## src/rtl/riscv_pkg.sv

```systemverilog
// riscv_pkg: state, opcode and datapath-select encodings shared by the multicycle controller
package riscv_pkg;
    typedef logic [3:0] statetype;
    localparam statetype S_FETCH    = 4'd0;
    localparam statetype S_DECODE   = 4'd1;
    localparam statetype S_MEMADR   = 4'd2;
    localparam statetype S_MEMREAD  = 4'd3;
    localparam statetype S_MEMWB    = 4'd4;
    localparam statetype S_MEMWRITE = 4'd5;
    localparam statetype S_EXECUTER = 4'd6;
    localparam statetype S_EXECUTEI = 4'd7;
    localparam statetype S_ALUWB    = 4'd8;
    localparam statetype S_BEQ      = 4'd9;
    localparam statetype S_JAL      = 4'd10;

    typedef enum logic [1:0] {ALUOP_ADD = 2'b00, ALUOP_SUB = 2'b01, ALUOP_FUNCT = 2'b10} aluop_t;

    localparam logic [6:0] OP_LW  = 7'b0000011;
    localparam logic [6:0] OP_SW  = 7'b0100011;
    localparam logic [6:0] OP_R   = 7'b0110011;
    localparam logic [6:0] OP_I   = 7'b0010011;
    localparam logic [6:0] OP_BEQ = 7'b1100011;
    localparam logic [6:0] OP_JAL = 7'b1101111;

    localparam logic [1:0] IMM_I = 2'b00;
    localparam logic [1:0] IMM_S = 2'b01;
    localparam logic [1:0] IMM_B = 2'b10;
    localparam logic [1:0] IMM_J = 2'b11;

    localparam logic [1:0] RES_ALUOUT    = 2'b00;
    localparam logic [1:0] RES_DATA      = 2'b01;
    localparam logic [1:0] RES_ALURESULT = 2'b10;

    localparam logic [1:0] SRCA_PC    = 2'b00;
    localparam logic [1:0] SRCA_OLDPC = 2'b01;
    localparam logic [1:0] SRCA_RS1   = 2'b10;

    localparam logic [1:0] SRCB_RS2   = 2'b00;
    localparam logic [1:0] SRCB_IMM   = 2'b01;
    localparam logic [1:0] SRCB_FOUR  = 2'b10;

    localparam logic [2:0] ALU_ADD = 3'b000;
    localparam logic [2:0] ALU_SUB = 3'b001;
    localparam logic [2:0] ALU_AND = 3'b010;
    localparam logic [2:0] ALU_OR  = 3'b011;
    localparam logic [2:0] ALU_SLT = 3'b101;
endpackage

```

## src/rtl/alu_decoder.sv

```systemverilog
// alu_decoder: maps the controller's aluop plus funct fields to the ALU operation
module alu_decoder
    import riscv_pkg::*;
(
    input  aluop_t     i_aluop,
    input  logic [2:0] i_funct3,
    input  logic       i_op5,
    input  logic       i_funct7b5,
    output logic [2:0] o_alucontrol
);
    logic [2:0] w_funct;
    // op[5] separates R-type from I-type so addi with instr[30] set stays an add
    always_comb begin
        case (i_funct3)
            3'b000:  w_funct = (i_op5 && i_funct7b5) ? ALU_SUB : ALU_ADD;
            3'b010:  w_funct = ALU_SLT;
            3'b110:  w_funct = ALU_OR;
            3'b111:  w_funct = ALU_AND;
            default: w_funct = ALU_ADD;
        endcase
    end
    assign o_alucontrol = (i_aluop == ALUOP_SUB)   ? ALU_SUB :
                          (i_aluop == ALUOP_FUNCT) ? w_funct : ALU_ADD;
endmodule

```

## src/rtl/multicycle_controller.sv

```systemverilog
// multicycle_controller: control FSM sequencing ALU, memory port and register file of a
// multicycle RV32I core, with a retired-instruction counter
module multicycle_controller
    import riscv_pkg::*;
#(
    parameter int CNT_W = 32
) (
    input  logic             clk,
    input  logic             reset_n,
    input  logic [6:0]       op,
    input  logic [2:0]       funct3,
    input  logic             funct7b5,
    input  logic             zero,
    input  logic             mem_ready,
    output logic             pcwrite,
    output logic             adrsrc,
    output logic             memwrite,
    output logic             irwrite,
    output logic             regwrite,
    output logic [1:0]       resultsrc,
    output logic [1:0]       alusrca,
    output logic [1:0]       alusrcb,
    output logic [1:0]       immsrc,
    output logic [2:0]       alucontrol,
    output logic             illegal,
    output logic [CNT_W-1:0] instret
);
    statetype         r_state;
    statetype         w_next;
    aluop_t           w_aluop;
    logic             w_retire;
    logic [CNT_W-1:0] r_instret;

    always_comb begin
        w_next = S_FETCH;
        case (r_state)
            S_FETCH:    w_next = mem_ready ? S_DECODE : S_FETCH;
            S_DECODE:   w_next = (op == OP_LW || op == OP_SW) ? S_MEMADR   :
                                 (op == OP_R)                 ? S_EXECUTER :
                                 (op == OP_I)                 ? S_EXECUTEI :
                                 (op == OP_BEQ)               ? S_BEQ      :
                                 (op == OP_JAL)               ? S_JAL      : S_FETCH;
            S_MEMADR:   w_next = (op == OP_LW) ? S_MEMREAD : S_MEMWRITE;
            S_MEMREAD:  w_next = mem_ready ? S_MEMWB : S_MEMREAD;
            S_MEMWRITE: w_next = mem_ready ? S_FETCH : S_MEMWRITE;
            S_EXECUTER: w_next = S_ALUWB;
            S_EXECUTEI: w_next = S_ALUWB;
            S_JAL:      w_next = S_ALUWB;
            default:    w_next = S_FETCH;
        endcase
    end

    always_ff @(posedge clk or negedge reset_n) begin
        if (!reset_n) r_state <= S_FETCH;
        else          r_state <= w_next;
    end

    always_comb begin
        pcwrite   = 1'b0;
        adrsrc    = 1'b0;
        memwrite  = 1'b0;
        irwrite   = 1'b0;
        regwrite  = 1'b0;
        resultsrc = RES_ALUOUT;
        alusrca   = SRCA_PC;
        alusrcb   = SRCB_RS2;
        w_aluop   = ALUOP_ADD;
        illegal   = 1'b0;
        case (r_state)
            S_FETCH: begin
                alusrcb   = SRCB_FOUR;
                resultsrc = RES_ALURESULT;
                irwrite   = mem_ready;
                pcwrite   = mem_ready;
            end
            S_DECODE: begin
                alusrca = SRCA_OLDPC;
                alusrcb = SRCB_IMM;
                illegal = !(op == OP_LW || op == OP_SW || op == OP_R || op == OP_I ||
                            op == OP_BEQ || op == OP_JAL);
            end
            S_MEMADR: begin
                alusrca = SRCA_RS1;
                alusrcb = SRCB_IMM;
            end
            S_MEMREAD: adrsrc = 1'b1;
            S_MEMWB: begin
                resultsrc = RES_DATA;
                regwrite  = 1'b1;
            end
            S_MEMWRITE: begin
                adrsrc   = 1'b1;
                memwrite = 1'b1;
            end
            S_EXECUTER: begin
                alusrca = SRCA_RS1;
                w_aluop = ALUOP_FUNCT;
            end
            S_EXECUTEI: begin
                alusrca = SRCA_RS1;
                alusrcb = SRCB_IMM;
                w_aluop = ALUOP_FUNCT;
            end
            S_ALUWB: regwrite = 1'b1;
            S_BEQ: begin
                alusrca = SRCA_RS1;
                w_aluop = ALUOP_SUB;
                pcwrite = zero;
            end
            S_JAL: begin
                alusrca = SRCA_OLDPC;
                alusrcb = SRCB_FOUR;
                pcwrite = 1'b1;
            end
            default: ;
        endcase
    end

    assign immsrc = (op == OP_SW)  ? IMM_S :
                    (op == OP_BEQ) ? IMM_B :
                    (op == OP_JAL) ? IMM_J : IMM_I;

    alu_decoder u_alu_decoder (
        .i_aluop      (w_aluop),
        .i_funct3     (funct3),
        .i_op5        (op[5]),
        .i_funct7b5   (funct7b5),
        .o_alucontrol (alucontrol)
    );

    // an illegal op returns to FETCH straight from DECODE and so never retires
    assign w_retire = (r_state == S_MEMWB) || (r_state == S_ALUWB) || (r_state == S_BEQ) ||
                      (r_state == S_MEMWRITE && mem_ready);

    always_ff @(posedge clk or negedge reset_n) begin
        if (!reset_n)      r_instret <= '0;
        else if (w_retire) r_instret <= r_instret + CNT_W'(1);
    end

    assign instret = r_instret;
endmodule

```

## config.mk

```make
export PLATFORM = sky130hd
export DESIGN_NAME = multicycle_controller
export DESIGN_NICKNAME = d
export VERILOG_FILES = /design/src/rtl/riscv_pkg.sv /design/src/rtl/alu_decoder.sv /design/src/rtl/multicycle_controller.sv
export SDC_FILE = /design/constraint.sdc
export NUM_CORES = 1
export LEC_CHECK = 0
export CAP_MARGIN = 25
export CORE_MARGIN = 2
export CORE_UTILIZATION = 48
export DETAILED_ROUTE_END_ITERATION = 10
export PLACE_DENSITY = 0.79
export SLEW_MARGIN = 20
export SYNTH_ARGS = -nofsm -noshare
export SYNTH_HDL_FRONTEND = slang
export SYNTH_HIERARCHICAL = 1
export SYNTH_SLANG_ARGS = --single-unit
```

## constraint.sdc

```tcl
create_clock -name clk -period 2.54 [get_ports clk]
set_clock_uncertainty 0.2 [all_clocks]
set_input_delay 0.381 -clock clk [delete_from_list [all_inputs] [get_ports clk]]
set_output_delay 0.381 -clock clk [all_outputs]
set_load 0.02 [all_outputs]
```

# After elaboration in Yosys (flattened, before gate mapping)
# Index checks and enable logic that the tools add are counted.
[word_totals]
elab_cells = 72
output_inout_bits = 49
in_bits = 15
regBits = 36
[op_classes]
addsub = 1
reduce_logical = 21
mux = 27
eq_ne = 21
[ops]
columns = ["operator", "n"]
rows = [
  ["32-bit by 1-bit adder with 32-bit output (second input constant)", 1],
  ["4-bit one-hot mux with 6 select lines", 1],
  ["4-bit two-way mux", 5],
  ["4-bit by 3-bit == test with 1-bit output (second input constant)", 4],
  ["2-bit one-hot mux with 2 select lines", 4],
  ["3-bit two-way mux", 5],
  ["7-bit by 6-bit == test with 1-bit output (second input constant)", 2],
  ["7-bit == test (second input constant)", 2],
  ["4-bit == test (second input constant)", 3],
  ["3-bit one-hot mux with 4 select lines", 1],
  ["2-bit OR reduction", 5],
  ["4-bit by 2-bit == test with 1-bit output (second input constant)", 2],
  ["1-bit logical OR", 8],
  ["7-bit by 2-bit == test with 1-bit output (second input constant)", 1],
  ["7-bit by 5-bit == test with 1-bit output (second input constant)", 1],
  ["1-bit two-way mux", 7],
  ["3-bit == test (second input constant)", 2],
  ["2-bit two-way mux", 3],
  ["3-bit OR reduction", 2],
  ["4-bit by 1-bit == test with 1-bit output (second input constant)", 1],
  ["4-bit logical NOT", 1],
  ["4-bit OR reduction", 1],
  ["3-bit by 2-bit == test with 1-bit output (second input constant)", 1],
  ["3-bit logical NOT", 1],
  ["other kinds (5)", 6],
]

# Depth between registers and ports, before layout
# Gate-level depths: netlist (run 1).
[depth]
word_depth = 8
ltp_mapped = 6

# By module
# Netlist (run 1), hierarchy kept.
[modules_own_cells]
columns = ["mod", "seq_area_each_um2", "cells_per_inst", "instances", "area_each_um2"]
rows = [
  ["multicycle_controller", 900.9, 222, 1, 2170.8],
  ["alu_decoder", 0.0, 9, 1, 57.6],
]

# Least setup slack after synthesis (run 1)
# No wires, ideal clock.
[synth_timing]
kind = "reg2out"
from = "register r_state[1]"
to = "output irwrite"
arrival_ns = 1.705
n_path_buf = 1
path_slack_ns = 0.254
stages_incl_launch_ff = 4
t_required_ns = 1.959
cell_sequence = "dfrtp_1 -> clkbuf_1 -> nor4_1 -> and2_1"
[synth_via]
elab_chain_cells = 2
[synth_lines]
columns = ["element", "line_no", "text"]
rows = [
  ["start: declaration", "multicycle_controller.sv:28", "statetype r_state;"],
  ["start signal: assignment", "multicycle_controller.sv:55", "else r_state <= w_next;"],
  ["4-bit logical NOT", "multicycle_controller.sv:69", "case (r_state)"],
  ["1-bit two-way mux", "multicycle_controller.sv:69", ""],
  ["end: declaration", "multicycle_controller.sv:18", "output logic irwrite,"],
]
# Every way passes these cells.

# Worst setup path after layout (run 1)
[layout_timing]
from = "register r_state[2]"
to = "output alusrcb[1]"
[layout_via]
elab_chain_cells = 3
word_cells_on_any_way = 8
[layout_lines]
columns = ["element", "line_no", "text"]
rows = [
  ["4-bit by 3-bit == test with 1-bit output, or another cell as far along", "multicycle_controller.sv:69", ""],
  ["3-bit OR reduction (no line) or 2-bit OR reduction (tied branches)", "-", ""],
  ["2-bit one-hot mux with 2 select lines *", "multicycle_controller.sv:69", ""],
  ["end: declaration", "multicycle_controller.sv:22", "output logic [1:0] alusrcb,"],
]
# Every way passes the cells marked *; elsewhere a longest branch is shown, timed or not.

==> impl_metrics.toml, run 1 <==
[critical_path]
cp_max_fo = 9
cp.required_ns = 1.96
start_kind = "flip-flop"
critPathCaptureType = "primary output"
crit_type = "reg -> out"
arrival_ns = 1.89

[route]
vias_per_cell = 5.73
drt-initial-drc-count = 125
drc = 0
vias = 2050
drt-pass1-iter-count = 4
postRouteAntennaNets = 0
drt_wl_total_mm = 5.36
wl_per_cell_microns = 15.0

[sta]
rsz0062_at_grt = "false"
setup_ws_ns = 0.0687
final-setup-viol-count = 0
worstMarginPinSlew_ns = 0.441
relSlewSlack_pct = 70.3
post-route-min-period_ns = 2.47
whs_ns = 0.283
max_freq_mhz = 405
finalCritPeriodShare_pct = 97.3
hold_viol_final = 0
finalMaxSlewViolations = 0

[global_routing]
busiest_layer = "met2"
globalRouteMet1Util_pct = 26.6
grt_overflow_total = 0
grt_pass1_wl_mm = 8.62
grt_max_degree = 37
use_met3_pct = 3.89
grt_pass1_vias = 1930
met2_usage_pct = 34.8
gr-usage-all-layers_pct = 20.7
antenna_found_initial = 0

[logic_synthesis]
post_synth_num_cell_types = 48
synth_warnings = 6
yosysSeqAreaShare_pct = 40.4
synth_area_leader_cell = "dfrtp_1"
syn_area_sq_um = 2230
async_flop_share_pct = 100
postSynthCellCount = 231
synth_top_area_share_pct = 40.4
ys_ff_latch = 36
synth_ff_type = "dfrtp_1"
synth_area_leaders = "dfrtp_1 (40%), xor2_1 (12%), nor4_2 (6.2%)"
avgSynthCellArea_sq_um = 9.65
synth_fp_nets = 247
synth_commonest_cells = "dfrtp_1 (36), xor2_1 (31), nand2_1 (24), nor2_1 (16), nor4_2 (11)"
synth_edf_count = 0
synth_most_common_cell = "dfrtp_1"

[status]
status = "finished clean"

[clock_network]
numCtsBuffers = 5
htree_levels = 2
cts_buffer_depth = 2
cts_tree = "done"
clk_latency_ns = 0.29
cts.reportedPaths.clkPinSlew_ns = 0.07
root_buffer = "clkbuf_8"
cts.sinks = 36
postCtsSetupBuffers = 0
cts_hold_buf = 0

[power_and_ir_drop]
peakVddDrop_uv = 533
leakage_nw = 1.22
powerDensity_nw_per_um2 = 594

[die]
core_sq_um = 4410
die_height_microns = 72.1
row_count = 24
die-area_sq_um = 5200
start_util_pct = 50.5
io_pins = 64
die-width_microns = 72.1

[flow_run]
drv_cap = 0

[place]
port_buffers = 63
dp_hpwl_mm = 3.84
place_ws_ns = -0.312
globalplace.congestion = 0.928

[cells_and_area]
final_nets = 321
antenna_cells = 0
n_fill_cell = 344
utilization_pct = 70.4
drive_gt1_share_pct = 16.7
area_growth_pct = 39.4

[hold_path]
hold_class = "reg -> reg"
==> final cells by class <==
class	instances	area, sq um	area share [%]
multi-input combinational	175	1260	40.6
clock buffer	8	90.1	2.90
sequential	36	901	29.0
inverter	6	22.5	0.725
timing repair buffer	81	767	24.7
tap	52	65.1	2.09
==> placed cells by master (no fill, tap or decap), types with 3 or more instances in the layout <==
master / instances
a21oi_1: 3
and2_1: 3
and3_1: 5
and4_1: 4
buf_4: 17
clkbuf_8: 6
clkdlybuf4s50_1: 51
dfrtp_1: 36
dlygate4sd2_1: 9
inv_1: 6
nand2_1: 24
nand2b_1: 6
nand3_1: 5
nand4_1: 8
nor2_1: 15
nor2b_1: 3
nor3_1: 8
nor3b_1: 3
nor4_1: 6
nor4_2: 11
nor4b_2: 3
o21ai_0: 4
xor2_1: 31
==> power by group <==
part | leakage, nW | switching, mW | internal (mW) | total (mW)
Clock | 0.0455 | 0.197 | 0.221 | 0.418
Combinational | 0.800 | 0.374 | 0.320 | 0.695
Sequential | 0.375 | 0.0936 | 0.640 | 0.733
Total | 1.22 | 0.665 | 1.18 | 1.85
==> cells by family (layout without fill, tap and decap cells) <==
logic type	after synthesis	in the layout	share of synthesized area, %
AO/OA/AOI/OAI	23	23	7.36
XOR/XNOR	32	32	12.6
AND/OR/NAND/NOR	118	118	34.4
multiplexers	1	1	0.505
adder cells (fa/ha/maj)	1	1	0.561
flip-flops	36	36	40.4
buffers and inverters	20	95	4.16
==> routing by layer <==
metal  vias to the layer above  part of all wire (%)  routed length, microns
li1                        977                     -                       -
met1                      1013                    45                    2420
met2                        54                    49                    2620
met3                         6                   4.7                     251
met4                         0                   1.0                      55
met5                         -                     0                       0
==> state kept, by name, summed over array words and instances, names as in the netlist <==
name	count
r_state	4
instret	32
==> worst paths after layout <==
check / slack (ns) / cells after the start / to / startpoint
max reg2reg: 0.41 / 6 / instret[5] / r_state[2]
min reg2reg: 0.28 / 1 / instret[30] / instret[30]
max in group asynchronous: 1.51 / 2 / instret[1] / reset_n
max: 0.07 / 4 / alusrcb[1] / r_state[2]
min in group asynchronous: 0.32 / 2 / instret[21] / reset_n
min: 0.28 / 1 / instret[30] / instret[30]
==> per-stage QoR <==
step	TNS (ns)	area, sq um	power [mW]	std cells
2_1_floorplan	0	2230	1.12	231
3_3_place_gp	-0.512	3000	1.43	350
3_5_place_dp	-0.657	3000	1.45	350
4_1_cts	0	3090	1.86	358
5_1_grt	0	3110	1.94	358
6_report	0	3110	1.85	358
==> timing repair <==
action / CTS / global route
gates resized for setup: 13 / 7
endpoints found under the setup margin: 10 / 5
hold endpoints to repair: 0 / 0
==> critical path: stages (launching register included) <==
cell and delay, ns:
dfrtp_1 0.49, buf_4 0.22, nor2_1 0.12, and3_1 0.18, clkdlybuf4s50_1 0.60
(Power assumes the default switching activity.)
==> run 2, diff against run 1 <==
ABC_AREA = 1   (was unset)
PLACE_DENSITY = 0.78   (was 0.79)
==> impl_metrics.toml, run 2 <==
[logic_synthesis]
synth_area_leader_cell = "dfrtp_1"
ys_ff_latch = 36
async_flop_share_pct = 100
synth_most_common_cell = "nand2_1"
yosysSeqAreaShare_pct = 39.4
synth_warnings = 6
synth_fp_nets = 360
syn_area_sq_um = 2280
synth_area_leaders = "dfrtp_1 (39%), nand2_1 (21%), nor2_1 (9.7%)"
avgSynthCellArea_sq_um = 6.64
synth_commonest_cells = "nand2_1 (126), nor2_1 (59), inv_1 (42), dfrtp_1 (36), nand3_1 (21)"
synth_edf_count = 0
synth_top_area_share_pct = 39.4
post_synth_num_cell_types = 26
synth_ff_type = "dfrtp_1"
postSynthCellCount = 344

[power_and_ir_drop]
intPower_mw = 0.900
powerDensity_nw_per_um2 = 404
seqPwrFrac_pct = 49.9
power_frac_clock_pct = 30.1
power_frac_comb_pct = 19.9
leakage_nw = 1.45
power.total_mw = 1.26
p_switching_mw = 0.357
peakVddDrop_uv = 290
switching_share_pct = 28.4

[die]
die-width_microns = 73.0
row_count = 25
die_height_microns = 73.0
core_sq_um = 4660
start_util_pct = 49.0
io_pins = 64
die-area_sq_um = 5330

[status]
status = "finished clean"

[sta]
rsz0062_at_grt = "false"
finalMaxSlewViolations = 0
worstMarginPinSlew_ns = 0.446
final-setup-viol-count = 0
relSlewSlack_pct = 70.3
max_freq_mhz = 415
hold_viol_final = 0
post-route-min-period_ns = 2.41
finalCritPeriodShare_pct = 94.8

[critical_path]
arrival_ns = 1.83
reg2reg_slack_ns = 0.64
critPathCaptureType = "primary output"
start_kind = "flip-flop"
crit_type = "reg -> out"
cp_max_fo = 5
cp.required_ns = 1.96
reg2reg_depth = 9

[global_routing]
gr-usage-all-layers_pct = 21.8
grt_max_degree = 37
grt_pass1_wl_mm = 9.26
grt_pass1_vias = 2208
antenna_found_initial = 0
grt_overflow_total = 0

[cells_and_area]
area_growth_pct = 36.1
final_nets = 437
largest_reg_flops = 32
final_cell_mix = "nand2_1 (126), nor2_1 (59), clkdlybuf4s50_1 (53)"
drive_gt1_share_pct = 6.41
final_common_cell = "nand2_1"
antenna_cells = 0
fin_cells = 475

[clock_network]
htree_levels = 2
root_buffer = "clkbuf_8"
cts.sinks = 36
numCtsBuffers = 5
clk_latency_ns = 0.29
cts_tree = "done"
cts_buffer_depth = 2
cts.reportedPaths.clkPinSlew_ns = 0.07

[route]
drc = 0
wl_per_cell_microns = 11.8
vias = 2394
postRouteAntennaNets = 0
drt-pass1-iter-count = 4
vias_per_cell = 5.04
drt_wl_total_mm = 5.61
drt-initial-drc-count = 156

[place]
globalplace.congestion = 0.842
placed_cells = 468
port_buffers = 63
dp_hpwl_mm = 4.37

[hold_path]
hold_class = "in -> async"

[flow_run]
drv_cap = 0
## run 2: worst max-delay path: stages (launching register included)
cell and delay, ns:
dfrtp_1 0.41, nor2_1 0.15, inv_1 0.09, nor2_1 0.16, inv_1 0.07, nand2_1 0.06
clkdlybuf4s50_1 0.60
## run 2: kinds of logic after synthesis
logic type      count (synthesis)  synth area share (%)
xor+xnor                       16                  6.13
buf+inv                        48                  8.43
compound gates                 11                  2.63
fa+ha+maj                       1                 0.548
simple gates                  232                  42.8
flops                          36                  39.4
## run 2: worst paths after layout
path | start | to
min in group clk | instret[4] | instret[4]
worst min register to register | instret[4] | instret[4]
worst min-delay path | reset_n | instret[16]
worst max-delay path | r_state[3] | alusrcb[1]
worst max register to register | r_state[3] | instret[13]
max in group asynchronous | reset_n | instret[20]
## run 2: power by group through the flow
| stage | registers, mW | clock network [mW] | logic, mW |
|---|---|---|---|
| after floorplan | 0.662 | 0 | 0.0948 |
| after global placement | 0.638 | 0 | 0.256 |
| after detailed placement | 0.638 | 0 | 0.258 |
| after CTS | 0.628 | 0.395 | 0.256 |
| after global routing | 0.634 | 0.415 | 0.274 |
| final | 0.627 | 0.379 | 0.251 |
## run 2: metrics by stage
step	hold slack [ns]	TNS (ns)	setup slack (ns)	area, sq um	utilization [%]
2_1_floorplan	-0.115	0	0.325	2280	-
3_3_place_gp	0.306	-0.0637	-0.0637	3030	65.1
3_5_place_dp	0.308	-0.239	-0.140	3030	65.1
4_1_cts	0.320	0	0.0283	3100	66.6
5_1_grt	0.340	0	0.0212	3110	66.7
6_report	0.318	0	0.132	3110	66.7
## run 2: layout make-up
type                    count  area (sq um)
fillers                   412          1550
multi-input cells         260          1190
flip-flops and latches     36           901
repair buffers             73           704
inverters                  45           169
clock buffers               6          72.6
well taps                  54          67.6
clock inverters             1          5.00
## run 2: metal layers
metal / global-route usage [%] / share of wire, % / routed length [microns]
met5: 0 / 0 / 0
met4: 7.00 / 1.4 / 76
met3: 4.28 / 4.0 / 225
met2: 37.7 / 48 / 2710
met1: 27.2 / 46 / 2600
## run 2: repair_timing
item	in CTS	in global routing
endpoints found under the setup margin	7	3
hold buffers	0	0
gates resized for setup	8	3
buffers inserted	0	0
